`src/rtl/rect_draw_scheduler_if.sv`:
```
`default_nettype none
// ============================================================================
// Module   : rect_draw_scheduler_if
// Brief    : Command, completion and renderer bundle for rect_draw_scheduler.
// Revision : 1.0
// ============================================================================
interface rect_draw_scheduler_if #(
    parameter int COLOR_W = 3
);
    logic [1:0]           req_valid;
    logic [1:0]           req_ready;
    logic [17:0]          req_x;
    logic [15:0]          req_y;
    logic [17:0]          req_w;
    logic [15:0]          req_h;
    logic [2*COLOR_W-1:0] req_back;
    logic [1:0]           req_border;
    logic [2*COLOR_W-1:0] req_bcolor;

    logic                 cmp_valid;
    logic                 cmp_id;
    logic [1:0]           cmp_status;
    logic                 busy;

    logic                 rr_enable;
    logic [8:0]           rr_origin_x;
    logic [7:0]           rr_origin_y;
    logic [8:0]           rr_width;
    logic [7:0]           rr_height;
    logic [COLOR_W-1:0]   rr_back;
    logic [COLOR_W-1:0]   rr_bcolor;
    logic                 rr_border;
    logic                 rr_done;

    modport slave (
        input  req_valid, req_x, req_y, req_w, req_h,
               req_back, req_border, req_bcolor, rr_done,
        output req_ready, cmp_valid, cmp_id, cmp_status, busy,
               rr_enable, rr_origin_x, rr_origin_y, rr_width, rr_height,
               rr_back, rr_bcolor, rr_border
    );

    modport master (
        output req_valid, req_x, req_y, req_w, req_h,
               req_back, req_border, req_bcolor, rr_done,
        input  req_ready, cmp_valid, cmp_id, cmp_status, busy,
               rr_enable, rr_origin_x, rr_origin_y, rr_width, rr_height,
               rr_back, rr_bcolor, rr_border
    );
endinterface
`default_nettype wire

```
`src/rtl/rect_draw_scheduler.sv`:
```
`default_nettype none
// ============================================================================
// Module   : rect_draw_scheduler
// Brief    : Round-robin front end for two rectangle requesters; sequences the
//            shared renderer through one enable/done cycle per command.
// Revision : 1.0
// ============================================================================
module rect_draw_scheduler #(
    parameter int COLOR_W = 3,
    parameter int SETTLE  = 3,
    parameter int TIMEOUT = 131071
) (
    input  logic                 clk,
    input  logic                 reset,
    rect_draw_scheduler_if.slave bus
);

    localparam int c_RUN_W    = (TIMEOUT < 2) ? 1 : $clog2(TIMEOUT);
    localparam int c_SETTLE_W = (SETTLE < 1) ? 1 : $clog2(SETTLE + 1);

    localparam logic [c_RUN_W-1:0]    c_RUN_LAST   = c_RUN_W'(TIMEOUT - 1);
    localparam logic [c_SETTLE_W-1:0] c_SETTLE_MAX = c_SETTLE_W'(SETTLE);
    localparam logic [8:0]            c_X_LIMIT    = 9'd320;
    localparam logic [7:0]            c_Y_LIMIT    = 8'd240;

    localparam logic [1:0] c_ST_DRAWN   = 2'b00;
    localparam logic [1:0] c_ST_SKIPPED = 2'b01;
    localparam logic [1:0] c_ST_TIMEOUT = 2'b10;

    typedef enum logic [2:0] {
        S_IDLE     = 3'd0,
        S_SETUP    = 3'd1,
        S_RUN      = 3'd2,
        S_RELEASE  = 3'd3,
        S_COMPLETE = 3'd4
    } state_t;

    state_t r_state;
    state_t w_next;

    logic                  r_last_grant;
    logic                  r_owner;
    logic [1:0]            r_status;
    logic [c_RUN_W-1:0]    r_run_cnt;
    logic [c_SETTLE_W-1:0] r_settle_cnt;
    logic [8:0]            r_x;
    logic [7:0]            r_y;
    logic [8:0]            r_w;
    logic [7:0]            r_h;
    logic [COLOR_W-1:0]    r_back;
    logic [COLOR_W-1:0]    r_bcolor;
    logic                  r_border;

    logic                  w_grant;
    logic                  w_accept;
    logic                  w_skip;
    logic                  w_done_ok;
    logic                  w_timeout;
    logic [1:0]            w_ready;
    logic                  w_rr_enable;
    logic                  w_cmp_valid;
    logic [8:0]            w_x;
    logic [7:0]            w_y;
    logic [8:0]            w_w;
    logic [7:0]            w_h;
    logic [COLOR_W-1:0]    w_back;
    logic [COLOR_W-1:0]    w_bcolor;
    logic                  w_border;

    // Contention goes to the requester that did not win last time.
    always_comb begin
        if (bus.req_valid == 2'b11) begin
            w_grant = ~r_last_grant;
        end else begin
            w_grant = bus.req_valid[1];
        end
    end

    assign w_x      = w_grant ? bus.req_x[17:9] : bus.req_x[8:0];
    assign w_y      = w_grant ? bus.req_y[15:8] : bus.req_y[7:0];
    assign w_w      = w_grant ? bus.req_w[17:9] : bus.req_w[8:0];
    assign w_h      = w_grant ? bus.req_h[15:8] : bus.req_h[7:0];
    assign w_back   = w_grant ? bus.req_back[2*COLOR_W-1:COLOR_W]
                              : bus.req_back[COLOR_W-1:0];
    assign w_bcolor = w_grant ? bus.req_bcolor[2*COLOR_W-1:COLOR_W]
                              : bus.req_bcolor[COLOR_W-1:0];
    assign w_border = w_grant ? bus.req_border[1] : bus.req_border[0];

    // Degenerate or off-screen rectangles never reach the renderer.
    assign w_skip = (w_w == 9'd0) || (w_h == 8'd0) ||
                    (w_x >= c_X_LIMIT) || (w_y >= c_Y_LIMIT);

    assign w_accept  = (r_state == S_IDLE) && (bus.req_valid != 2'b00);
    assign w_done_ok = bus.rr_done && (r_settle_cnt == c_SETTLE_MAX);
    assign w_timeout = (r_run_cnt == c_RUN_LAST);

    always_ff @(posedge clk or posedge reset) begin
        if (reset) begin
            r_state <= S_IDLE;
        end else begin
            r_state <= w_next;
        end
    end

    always_comb begin
        w_next      = r_state;
        w_ready     = 2'b00;
        w_rr_enable = 1'b0;
        w_cmp_valid = 1'b0;
        case (r_state)
            S_IDLE: begin
                if (w_accept) begin
                    w_ready = w_grant ? 2'b10 : 2'b01;
                    w_next  = w_skip ? S_COMPLETE : S_SETUP;
                end
            end
            S_SETUP: begin
                w_next = S_RUN;
            end
            S_RUN: begin
                w_rr_enable = 1'b1;
                if (w_done_ok || w_timeout) begin
                    w_next = S_RELEASE;
                end
            end
            S_RELEASE: begin
                w_cmp_valid = 1'b1;
                w_next      = S_IDLE;
            end
            S_COMPLETE: begin
                w_cmp_valid = 1'b1;
                w_next      = S_IDLE;
            end
            default: begin
                w_next = S_IDLE;
            end
        endcase
    end

    always_ff @(posedge clk or posedge reset) begin
        if (reset) begin
            r_last_grant <= 1'b1;
            r_owner      <= 1'b0;
            r_status     <= 2'b00;
            r_run_cnt    <= '0;
            r_settle_cnt <= '0;
            r_x          <= '0;
            r_y          <= '0;
            r_w          <= '0;
            r_h          <= '0;
            r_back       <= '0;
            r_bcolor     <= '0;
            r_border     <= 1'b0;
        end else begin
            if (w_accept) begin
                r_x          <= w_x;
                r_y          <= w_y;
                r_w          <= w_w;
                r_h          <= w_h;
                r_back       <= w_back;
                r_bcolor     <= w_bcolor;
                r_border     <= w_border;
                r_owner      <= w_grant;
                r_last_grant <= w_grant;
                if (w_skip) begin
                    r_status <= c_ST_SKIPPED;
                end
            end
            if (r_state == S_RUN) begin
                r_run_cnt <= r_run_cnt + 1'b1;
                if (r_settle_cnt != c_SETTLE_MAX) begin
                    r_settle_cnt <= r_settle_cnt + 1'b1;
                end
                // A genuine done wins over a simultaneous timeout.
                if (w_done_ok) begin
                    r_status <= c_ST_DRAWN;
                end else if (w_timeout) begin
                    r_status <= c_ST_TIMEOUT;
                end
            end else begin
                r_run_cnt    <= '0;
                r_settle_cnt <= '0;
            end
        end
    end

    assign bus.req_ready   = w_ready;
    assign bus.cmp_valid   = w_cmp_valid;
    assign bus.cmp_id      = r_owner;
    assign bus.cmp_status  = r_status;
    assign bus.busy        = (r_state != S_IDLE);
    assign bus.rr_enable   = w_rr_enable;
    assign bus.rr_origin_x = r_x;
    assign bus.rr_origin_y = r_y;
    assign bus.rr_width    = r_w;
    assign bus.rr_height   = r_h;
    assign bus.rr_back     = r_back;
    assign bus.rr_bcolor   = r_bcolor;
    assign bus.rr_border   = r_border;

endmodule
`default_nettype wire

```
`src/flat_wrapper.sv`:
```
// flat-port wrapper written by rule: the top's interface ports become plain ports
module rect_draw_scheduler_flat 
#(
    parameter int COLOR_W = 3,
    parameter int SETTLE  = 3,
    parameter int TIMEOUT = 131071
)
  (clk, reset, bus_req_valid, bus_req_x, bus_req_y, bus_req_w, bus_req_h, bus_req_back, bus_req_border, bus_req_bcolor, bus_rr_done, bus_req_ready, bus_cmp_valid, bus_cmp_id, bus_cmp_status, bus_busy, bus_rr_enable, bus_rr_origin_x, bus_rr_origin_y, bus_rr_width, bus_rr_height, bus_rr_back, bus_rr_bcolor, bus_rr_border);
  rect_draw_scheduler_if #(.COLOR_W(COLOR_W)) bus_i ();
  input  logic clk;
  input  logic reset;
  input wire logic [$bits(bus_i.req_valid)-1:0] bus_req_valid;
  input wire logic [$bits(bus_i.req_x)-1:0] bus_req_x;
  input wire logic [$bits(bus_i.req_y)-1:0] bus_req_y;
  input wire logic [$bits(bus_i.req_w)-1:0] bus_req_w;
  input wire logic [$bits(bus_i.req_h)-1:0] bus_req_h;
  input wire logic [$bits(bus_i.req_back)-1:0] bus_req_back;
  input wire logic [$bits(bus_i.req_border)-1:0] bus_req_border;
  input wire logic [$bits(bus_i.req_bcolor)-1:0] bus_req_bcolor;
  input wire logic [$bits(bus_i.rr_done)-1:0] bus_rr_done;
  output wire logic [$bits(bus_i.req_ready)-1:0] bus_req_ready;
  output wire logic [$bits(bus_i.cmp_valid)-1:0] bus_cmp_valid;
  output wire logic [$bits(bus_i.cmp_id)-1:0] bus_cmp_id;
  output wire logic [$bits(bus_i.cmp_status)-1:0] bus_cmp_status;
  output wire logic [$bits(bus_i.busy)-1:0] bus_busy;
  output wire logic [$bits(bus_i.rr_enable)-1:0] bus_rr_enable;
  output wire logic [$bits(bus_i.rr_origin_x)-1:0] bus_rr_origin_x;
  output wire logic [$bits(bus_i.rr_origin_y)-1:0] bus_rr_origin_y;
  output wire logic [$bits(bus_i.rr_width)-1:0] bus_rr_width;
  output wire logic [$bits(bus_i.rr_height)-1:0] bus_rr_height;
  output wire logic [$bits(bus_i.rr_back)-1:0] bus_rr_back;
  output wire logic [$bits(bus_i.rr_bcolor)-1:0] bus_rr_bcolor;
  output wire logic [$bits(bus_i.rr_border)-1:0] bus_rr_border;
  assign bus_i.req_valid = bus_req_valid;
  assign bus_i.req_x = bus_req_x;
  assign bus_i.req_y = bus_req_y;
  assign bus_i.req_w = bus_req_w;
  assign bus_i.req_h = bus_req_h;
  assign bus_i.req_back = bus_req_back;
  assign bus_i.req_border = bus_req_border;
  assign bus_i.req_bcolor = bus_req_bcolor;
  assign bus_i.rr_done = bus_rr_done;
  assign bus_req_ready = bus_i.req_ready;
  assign bus_cmp_valid = bus_i.cmp_valid;
  assign bus_cmp_id = bus_i.cmp_id;
  assign bus_cmp_status = bus_i.cmp_status;
  assign bus_busy = bus_i.busy;
  assign bus_rr_enable = bus_i.rr_enable;
  assign bus_rr_origin_x = bus_i.rr_origin_x;
  assign bus_rr_origin_y = bus_i.rr_origin_y;
  assign bus_rr_width = bus_i.rr_width;
  assign bus_rr_height = bus_i.rr_height;
  assign bus_rr_back = bus_i.rr_back;
  assign bus_rr_bcolor = bus_i.rr_bcolor;
  assign bus_rr_border = bus_i.rr_border;
  rect_draw_scheduler #(.COLOR_W(COLOR_W), .SETTLE(SETTLE), .TIMEOUT(TIMEOUT)) u_core (.clk(clk), .reset(reset), .bus(bus_i));
endmodule
```
`config.mk`:
```
export PLATFORM = sky130hd
export DESIGN_NAME = rect_draw_scheduler_flat
export DESIGN_NICKNAME = d
export VERILOG_FILES = /design/src/rtl/rect_draw_scheduler_if.sv /design/src/rtl/rect_draw_scheduler.sv /design/src/flat_wrapper.sv
export SDC_FILE = /design/constraint.sdc
export NUM_CORES = 1
export LEC_CHECK = 0
export CAP_MARGIN = 15
export CORE_ASPECT_RATIO = 0.75
export CORE_UTILIZATION = 38
export CTS_CLUSTER_DIAMETER = 200
export DETAILED_ROUTE_END_ITERATION = 6
export PLACE_DENSITY = 0.82
export RECOVER_POWER = 100
export SLEW_MARGIN = 20
export SYNTH_ARGS = -nofsm -noshare
export SYNTH_HDL_FRONTEND = slang
export SYNTH_SLANG_ARGS = --single-unit
```
`constraint.sdc`:
```
create_clock -name clk -period 1.85 [get_ports clk]
set_clock_uncertainty 0.15 [all_clocks]
set_input_delay 0.185 -clock clk [delete_from_list [all_inputs] [get_ports clk]]
set_output_delay 0.185 -clock clk [all_outputs]
set_load 0.01 [all_outputs]
```
==> metrics.txt <==
All-Layer GR Usage=20.8%; Sink Count=67; post-synthesis sequential element count=67; initial antenna violation count=0; worst endpoint data arrival time=1.46 ns; total of warnings raised by yosys=0; cell area after layout=0.00492 mm^2; sw frac=34.8%; Initial Utilization=39.8%; internal power=0.00425 W; Post-synth EDFFs=0; Final Hold Viols=0; RSZ-0062 raised after global routing=no; most frequent cell after synthesis=dfrtp_1; cts bufs inserted=9; worst setup margin=0.0559 ns; I/O pin cnt=136; fin. max-slew vios=0; Slew headroom=53.4%; critical path endpoint category=output pin; top cell type's share of synthesized area=51.8%; Post-synth top cells=66 x dfrtp_1, 35 x nand2_1, 29 x o21ai_0; Post-Synthesis Net Count=394; ys flop type=dfrtp_1; IO Port Bufs=135; Worst Setup Start Kind=flop; clk slew on worst S/H paths=0.07 ns; Combinational Power Share=44.1%; CTS Buffer Depth=2; Worst-Skew Late Latency=0.35 ns; area leader, netlist=dfrtp_1; routed len/inst=15.0 um; Worst Hold Class=primary input to asynchronous set/reset pin; CP Max Fanout=2; Cell Area, Placed=0.00475 mm^2; DP Wirelength=6380 um; largest net degree at the start of global routing=50; routed via count=2,813; final wirelength=8440 um; area delta synth->final=54.3%; Iteration-0 DRC Markers=134; Slew @ Worst Pin=0.699 ns; synth unique cells=38; WP data required=1.51 ns; Post-Synthesis Cells=304; Clock power frac=20.8%; layout cells sized above 1=10.3%; Static Leak=2.22 nW; Tmin final=1.79 ns; final-layout fill cell count=672; Vias/cell=5.00; CTS Root Cell=clkbuf_8; GP Congestion=0.801; NetSw=0.00227 W; Max Cap Viol=0; Power Density=1320 mW/mm^2; result of the run=finished clean; CTS tree=yes; Die W=108 um; fraction of registers with async set/reset=100%; grt ovf=0; TNS Setup=0 ns; final setup violation count=0; Remaining DRCs=0; Antenna Nets Post-Route=0; first-pass iteration count of the detailed router=6; # hold bufs at CTS=0; Final #Nets=543; site row count=28; synthesized area per cell=10.5 um^2; Seq/Total Area, Yosys=52.6%; Seq pwr share=35.1%; Post-Syn Area=0.00319 mm^2; die area=0.00877 mm^2; VDD IR max=0.723 mV; dpl ws=-0.184 ns; Antenna Cells=0; Tcrit/Tclk final=97.0%; H-tree depth=3; Util after Layout=61.3%; Core ar.=0.00802 mm^2; WS Path Type=flop to output pin; first-pass GRT wire length=13,900 um; most area-consuming cells after synthesis=dfrtp_1 52%, mux2i_1 8.2%, a222oi_1 5.3%; vias in the first global route=2,894; Max Freq=0.557 GHz; DIE HEIGHT=81.3 um
-- registers in the layout (all words and copies together), names as in the netlist, 2 cells and up --
register and count:
u_core.r_settle_cnt 2, u_core.bus.rr_origin_y 8, u_core.bus.rr_origin_x 9, u_core.bus.rr_height 8, u_core.bus.rr_width 9, u_core.bus.cmp_status 2, u_core.r_run_cnt 17, u_core.bus.rr_bcolor 3
u_core.r_state 3, u_core.bus.rr_back 3
-- cells in the final DEF (no fill, tap or decap), types with 6 or more instances in the layout --
| master | netlist | layout |
|---|---|---|
| clkdlybuf4s50_1 | 0 | 85 |
| dfrtp_1 | 66 | 66 |
| dlygate4sd3_1 | 0 | 45 |
| nand2_1 | 35 | 35 |
| o21ai_0 | 29 | 28 |
| mux2i_1 | 26 | 26 |
| nor2_1 | 23 | 23 |
| inv_1 | 22 | 20 |
| a222oi_1 | 17 | 17 |
| buf_4 | 3 | 14 |
| clkbuf_8 | 0 | 10 |
| nand3_1 | 7 | 9 |
| xor2_1 | 8 | 8 |
| nor4_1 | 6 | 6 |
| xnor2_1 | 6 | 6 |
-- cell families (layout without fill, tap and decap cells) --
group,count (synthesis),count (layout),synth area share (%)
AOI/OAI and AO/OA,62,62,13.5
and+or+nand+nor,94,94,14.9
adders and majority gates,3,3,1.18
xor gates and xnor gates,14,14,3.84
muxes,26,26,8.16
DFF,67,67,52.6
buffers and inverters,38,192,5.77
-- area by class of cell --
class                           instances  area (um^2)  share of cell area [%]
Multi-Input combinational cell        199         1320                    26.8
Inverter                               22         83.8                    1.70
Sequential cell                        67         1680                    34.1
Timing Repair Buffer                  154         1480                    30.1
Clock buffer                           10          138                    2.80
Clock inverter                          6         88.8                    1.81
Tap cell                              105          131                    2.67
-- per-stage QoR --
stage	hold WS, ns	std cells	power [W]
final	0.190	563	0.00652
after global routing	0.219	563	0.00699
after CTS	0.0198	563	0.00680
after detailed placement	0.319	544	0.00539
after global placement	0.310	544	0.00532
after floorplan	0.160	304	0.00374
-- critical path, stage by stage (launching register included) --
cell,delay [ns]
dfrtp_1,0.41
clkbuf_4,0.15
or3b_4,0.37
inv_2,0.08
buf_6,0.10
-- power groups by stage --
| stage | Clock, W | Sequential (W) | Combinational, W |
|---|---|---|---|
| final | 0.00136 | 0.00229 | 0.00287 |
| after global routing | 0.00146 | 0.00236 | 0.00318 |
| after CTS | 0.00140 | 0.00231 | 0.00309 |
| after detailed placement | 0 | 0.00232 | 0.00307 |
| after global placement | 0 | 0.00232 | 0.00300 |
| after floorplan | 0 | 0.00251 | 0.00123 |
-- per-layer routing --
layer	wire length (um)	vias up	track usage (%)
met2	3970	116	35.3
met4	91	0	5.62
met3	573	8	6.74
met5	0	-	0
met1	3810	1310	25.6
li1	-	1379	-
-- worst paths after layout --
check                                                from                         to  slack [ns]  cells past startpoint
worst max-delay path                    u_core.r_state[2]              bus_rr_enable        0.06                      4
worst min-delay path                                reset    u_core.bus.rr_height[0]        0.19                      2
worst max register to register          u_core.r_state[2]   u_core.bus.cmp_status[0]        0.12                      5
worst min register to register  u_core.bus.rr_origin_x[6]  u_core.bus.rr_origin_x[6]        0.32                      2
max in group asynchronous                           reset  u_core.bus.rr_origin_y[5]        0.32                      3
min in group clk                        bus_req_bcolor[2]    u_core.bus.rr_bcolor[2]        0.29                      3
-- repair_timing --
| item | in CTS | in global routing |
|---|---|---|
| resized for setup | 17 | 6 |
| pin swaps | 0 | 2 |
| setup endpoints to repair | 5 | 6 |
| setup buffers | 3 | 0 |
(Power assumes the default switching activity.)
